==> src/rtl/steer_quad_gen.sv <==
// Joystick-to-quadrature steering encoder, CHANNELS independent lanes; STEER_QUAD_ACCEL_EN enables hold-time rate doubling.
// Latency: input level to direction 2 edges, counter load edge 3, first step edge 3+P.
// Backpressure: none, free-running; steps are strobed and cannot be stalled.
module steer_quad_gen #(
  parameter int CHANNELS        = 2,
  parameter int DIV_W           = 16,
  parameter int ACCEL_HOLD      = 4,
  parameter int ACCEL_MAX_SHIFT = 3
) (
  input  logic                    CLK,
  input  logic                    Reset_n,
  input  logic [DIV_W-1:0]        clkdiv,
  input  logic [CHANNELS-1:0]     left,
  input  logic [CHANNELS-1:0]     right,
  output logic [2*CHANNELS-1:0]   steer,
  output logic [CHANNELS-1:0]     step_pulse
);

  localparam logic [1:0] DIR_IDLE = 2'd0;
  localparam logic [1:0] DIR_CW   = 2'd1;
  localparam logic [1:0] DIR_CCW  = 2'd2;

  localparam logic [DIV_W-1:0] DIV_ONE = DIV_W'(1);

  logic [CHANNELS-1:0] left_s1, left_s2, right_s1, right_s2;

  always_ff @(posedge CLK or negedge Reset_n) begin
    if (!Reset_n) begin
      left_s1  <= '0;
      left_s2  <= '0;
      right_s1 <= '0;
      right_s2 <= '0;
    end else begin
      left_s1  <= left;
      left_s2  <= left_s1;
      right_s1 <= right;
      right_s2 <= right_s1;
    end
  end

  // Reload value is P-1 where P = max(1, max(div,1) >> shamt).
  function automatic logic [DIV_W-1:0] reload_val(input logic [DIV_W-1:0] div,
                                                  input logic [7:0]       shamt);
    logic [DIV_W-1:0] base;
    logic [DIV_W-1:0] per;
    base = (div == '0) ? DIV_ONE : div;
    per  = base >> shamt;
    if (per == '0) per = DIV_ONE;
    return per - DIV_ONE;
  endfunction

  for (genvar i = 0; i < CHANNELS; i++) begin : g_ch
    logic [1:0]       dir_d, dir_q, run_q, ph_q, ph_step, steer_q;
    logic [DIV_W-1:0] cnt_q;
    logic             pulse_q, idle_in, due, do_load, do_step;
    logic [7:0]       sh_nxt;

    always_comb begin
      dir_d = DIR_IDLE;
      if (right_s2[i] && !left_s2[i])      dir_d = DIR_CW;
      else if (left_s2[i] && !right_s2[i]) dir_d = DIR_CCW;
    end

    assign idle_in = (dir_q == DIR_IDLE);
    assign due     = (cnt_q == '0);
    // A new or reversed direction restarts timing without stepping.
    assign do_load = !idle_in && (dir_q != run_q);
    assign do_step = (run_q != DIR_IDLE) && due && (idle_in || (dir_q == run_q));
    assign ph_step = (run_q == DIR_CW) ? ph_q + 2'd1 : ph_q - 2'd1;

`ifdef STEER_QUAD_ACCEL_EN
    logic [7:0] sh_q, hc_q, hc_nxt;

    always_comb begin
      hc_nxt = hc_q + 8'd1;
      sh_nxt = sh_q;
      if (hc_q == 8'(ACCEL_HOLD - 1)) begin
        hc_nxt = '0;
        if (sh_q < 8'(ACCEL_MAX_SHIFT)) sh_nxt = sh_q + 8'd1;
      end
    end

    always_ff @(posedge CLK or negedge Reset_n) begin
      if (!Reset_n) begin
        sh_q <= '0;
        hc_q <= '0;
      end else if (idle_in || do_load) begin
        sh_q <= '0;
        hc_q <= '0;
      end else if (do_step) begin
        sh_q <= sh_nxt;
        hc_q <= hc_nxt;
      end
    end
`else
    assign sh_nxt = '0;
`endif

    always_ff @(posedge CLK or negedge Reset_n) begin
      if (!Reset_n) begin
        dir_q   <= DIR_IDLE;
        run_q   <= DIR_IDLE;
        ph_q    <= '0;
        steer_q <= '0;
        cnt_q   <= '0;
        pulse_q <= 1'b0;
      end else begin
        dir_q   <= dir_d;
        pulse_q <= do_step;
        if (do_step) begin
          ph_q    <= ph_step;
          steer_q <= {ph_step[1], ph_step[1] ^ ph_step[0]};
        end
        if (idle_in) begin
          run_q <= DIR_IDLE;
          cnt_q <= '0;
        end else if (do_load) begin
          run_q <= dir_q;
          cnt_q <= reload_val(clkdiv, 8'd0);
        end else if (due) begin
          cnt_q <= reload_val(clkdiv, sh_nxt);
        end else begin
          cnt_q <= cnt_q - DIV_ONE;
        end
      end
    end

    assign steer[2*i +: 2] = steer_q;
    assign step_pulse[i]   = pulse_q;
  end

endmodule

==> config.mk <==
export PLATFORM = sky130hd
export DESIGN_NAME = steer_quad_gen
export DESIGN_NICKNAME = d
export VERILOG_FILES = /design/src/rtl/steer_quad_gen.sv
export SDC_FILE = /design/constraint.sdc
export NUM_CORES = 1
export LEC_CHECK = 0
export ABC_AREA = 1
export BUFFER_PORTS_ARGS = -buffer_cell sky130_fd_sc_hd__buf_2
export CELL_PAD_IN_SITES_DETAIL_PLACEMENT = 0
export CELL_PAD_IN_SITES_GLOBAL_PLACEMENT = 1
export CORE_AREA = 2 2 91 93
export CTS_CLUSTER_DIAMETER = 40
export CTS_CLUSTER_SIZE = 12
export DETAILED_ROUTE_END_ITERATION = 16
export DIE_AREA = 0 0 93 95
export HOLD_SLACK_MARGIN = 0.05
export PLACE_DENSITY_LB_ADDON = 0.1
export SYNTH_ARGS = -nofsm -noshare
export SYNTH_HDL_FRONTEND = slang
export SYNTH_SLANG_ARGS = --single-unit
==> constraint.sdc <==
create_clock -name CLK -period 3.1 [get_ports CLK]
set_clock_uncertainty 0.1 [all_clocks]
set_input_delay 0.62 -clock CLK [delete_from_list [all_inputs] [get_ports CLK]]
set_output_delay 0.62 -clock CLK [all_outputs]
set_load 0.01 [all_outputs]
==> impl_metrics.py <==
metrics = {
    "finish": {
        "utilization_pct": 47.1,
        "num_antenna_cells": 0,
        "syn2layout_area_growth_pct": 9.18,
        "drive_gt1_share_pct": 15.1,
        "nNetsFinal": 490,
    },
    "logic_synthesis": {
        "synth_async_sr_flop_share_pct": 100,
        "synth_top_area_share_pct": 41.0,
        "avgSynthCellArea_sq_um": 7.77,
        "synthCells": 440,
        "synthTopCellsByCount": "nand2_1 (97), nor2_1 (59), dfrtp_1 (56)",
        "synth_seq_cells": 56,
        "synth_ff_type": "dfrtp_1",
        "netlist_top_cells_area": "dfrtp_1 (41%), nand2_1 (11%), nor2_1 (6.5%)",
        "ys_warn_count": 0,
        "ys_seq_area_share_pct": 41.0,
        "post-synth-top-count-cell": "nand2_1",
        "synth_edf_count": 0,
        "syn-num-nets": 467,
        "synth.distinct_cells": 37,
        "yosys.area.top_type": "dfrtp_1",
        "synth_area_sq_um": 3420,
    },
    "cts": {
        "cts.clk_slew.worst_paths_ns": 0.10,
        "cts.sinks": 56,
        "cts_hold_buf": 0,
        "cts_setup_buffers": 0,
        "clk_path_buf_depth": 2,
        "cts_resized": 0,
        "htree_num_levels": 2,
        "cts_inserted_buffers": 5,
        "cts_tree": "done",
        "clock_insertion_delay_worst_skew_ns": 0.31,
        "root_buffer": "clkbuf_8",
    },
    "die": {
        "rows": 33,
        "initial_core_util_pct": 43.1,
        "die-area_sq_um": 8840,
        "die_w_um": 93,
        "chipHeight_um": 95,
        "core_area_sq_um": 7930,
        "ios": 28,
    },
    "outcome": {
        "status": "finished, final reports clean",
    },
    "worst_setup_path": {
        "rr_startpoint": "g_ch[1].cnt_q[0]",
        "slowest_delay_ns": 0.25,
        "arrival_ns": 2.48,
        "cp_slowest_cell": "xnor2_1",
        "cp.required_ns": 3.24,
        "r2r_slack_ns": 1.22,
        "crit_path_end_kind": "flop",
        "start_kind": "input port",
        "regToRegEndpoint": "g_ch[1].cnt_q[2]",
        "path_cells": "buf_2 > nor2_1 > nand2_1 > nor2_1 > nand2_1 > nand2_2 > inv_1 > ha_1 > nand2_1 > nor2_1 > nand2_1 > xnor2_1 > o21ai_0 > a21oi_1",
        "worstPathMaxFanout": 6,
        "worstSetupPathType": "in2reg",
        "path_common_cell": "nand2_1",
        "startpoint": "clkdiv[9]",
        "r2r_cells": 9,
    },
    "timing": {
        "post-route-period-util_pct": 75.2,
        "min_period_ns": 2.33,
        "max_freq_ghz": 0.429,
        "tightest_slew_ns": 0.719,
        "setup_tns_ns": 0,
        "rsz0062_at_grt": "no",
        "maxSlewHeadroom_pct": 52.1,
        "finalMaxSlewViolations": 0,
        "setup_viol": 0,
        "hold_viol_final": 0,
    },
    "hold_path": {
        "whs_path_depth": 0,
        "hold_start": "right_s1[0]",
        "hold_path.class": "reg2reg",
        "holdPathEnd": "right_s2[0]",
    },
    "global_routing": {
        "grt_util_all_layers_pct": 20.0,
        "grt_overflow": 0,
        "grt_pass1_vias": 2727,
        "grt_max_degree": 57,
        "grt_antenna_before_repair": 0,
        "grt_pass1_wl_um": 13700,
    },
    "power": {
        "p_leak_nw": 1.85,
        "p_per_area_nw_per_um2": 672,
        "irDropWorstVdd_v": 0.000323,
        "p_total_mw": 2.51,
    },
    "place": {
        "hpwl_um": 6000,
        "io_buffers": 27,
        "gp_congestion": 0.865,
    },
    "route": {
        "drt-wirelength-per-cell_um": 13.7,
        "drt_pass1_iterations": 4,
        "drt_iter0_drc": 145,
        "routed_wl_um": 7810,
        "drc_errors": 0,
        "postRouteAntennaNets": 0,
        "avgViaCountPerCell": 4.89,
        "vias": 2780,
    },
    "flow_run": {
        "maxCapViolCount": 0,
    },
}
[critical path: cells and delay by family]
kind | cells | cell delay (ns)
compound gates | 2 | 0.24
xor+xnor | 1 | 0.25
fa+ha+maj | 1 | 0.22
buf+inv | 2 | 0.26
simple gates | 8 | 0.87
[logic make-up after synthesis]
group                    count (synthesis)  synth area share [%]
AND/OR/NAND/NOR                        225                  31.0
buffers and inverters                   67                  8.67
flip-flops                              56                  41.0
AO/OA/AOI/OAI                           51                  8.27
XOR/XNOR                                36                  9.22
adder cells (fa/ha/maj)                  5                  1.83
[flip-flops by register name (all words and copies together) (netlist names)]
name	count
g_ch.ph_q	4
left_s2	2
left_s1	2
g_ch.dir_q	4
right_s1	2
g_ch.run_q	4
g_ch.cnt_q	32
right_s2	2
g_ch.pulse_q	2
g_ch.steer_q	2
[layout by cell type (no fill, tap or decap), drive strengths merged]
master	instances
nor3b	2
clkbuf	6
ha	5
xor2	23
bufinv	1
nand3b	1
inv	54
nand3	31
nor3	3
buf	29
xnor2	13
nor4	3
nand2	103
a211oi	1
o21a	1
o21bai	1
or2	1
nor2	74
a31oi	1
dfrtp	56
clkinv	1
nand4	7
a21oi	25
o21ai	22
[worst max path at each step]
stage                              to  cells after the start
floorplan           g_ch[1].cnt_q[14]                     14
global placement    g_ch[1].cnt_q[10]                     14
detailed placement  g_ch[1].cnt_q[10]                     14
CTS                 g_ch[1].cnt_q[10]                     14
global route        g_ch[1].cnt_q[14]                     15
finish              g_ch[1].cnt_q[10]                     14
[report_power, final]
| group | total, mW | switching (mW) | internal [mW] |
|---|---|---|---|
| clock network | 0.515 | 0.251 | 0.265 |
| registers | 1.00 | 0.128 | 0.872 |
| logic | 0.996 | 0.632 | 0.363 |
| total | 2.51 | 1.01 | 1.50 |
[metrics by stage]
step	worst slack, ns	std cells	area (sq um)	hold slack, ns
final	0.768	569	3730	0.260
after global routing	0.531	569	3730	0.270
after CTS	0.780	569	3730	0.263
after detailed placement	0.443	561	3610	0.236
after global placement	0.468	561	3610	0.234
after floorplan	0.913	440	3420	0.224
[per-layer routing]
layer,wire length [um],vias to the layer above,track usage (%)
li1,-,1424,-
met1,4130,1304,29.9
met2,3300,43,30.5
met3,284,9,3.19
met4,96,0,4.53
met5,0,-,0
[area by class of cell]
type                       instances  area, sq um
fill                             846         4190
multi-input combinational        317         1720
sequential                        56         1400
inverter                          54          208
timing repair buffer              29          150
tap                              105          131
clock buffer                       6         82.6
clock inverter                     2         38.8
(Power assumes the default switching activity.)
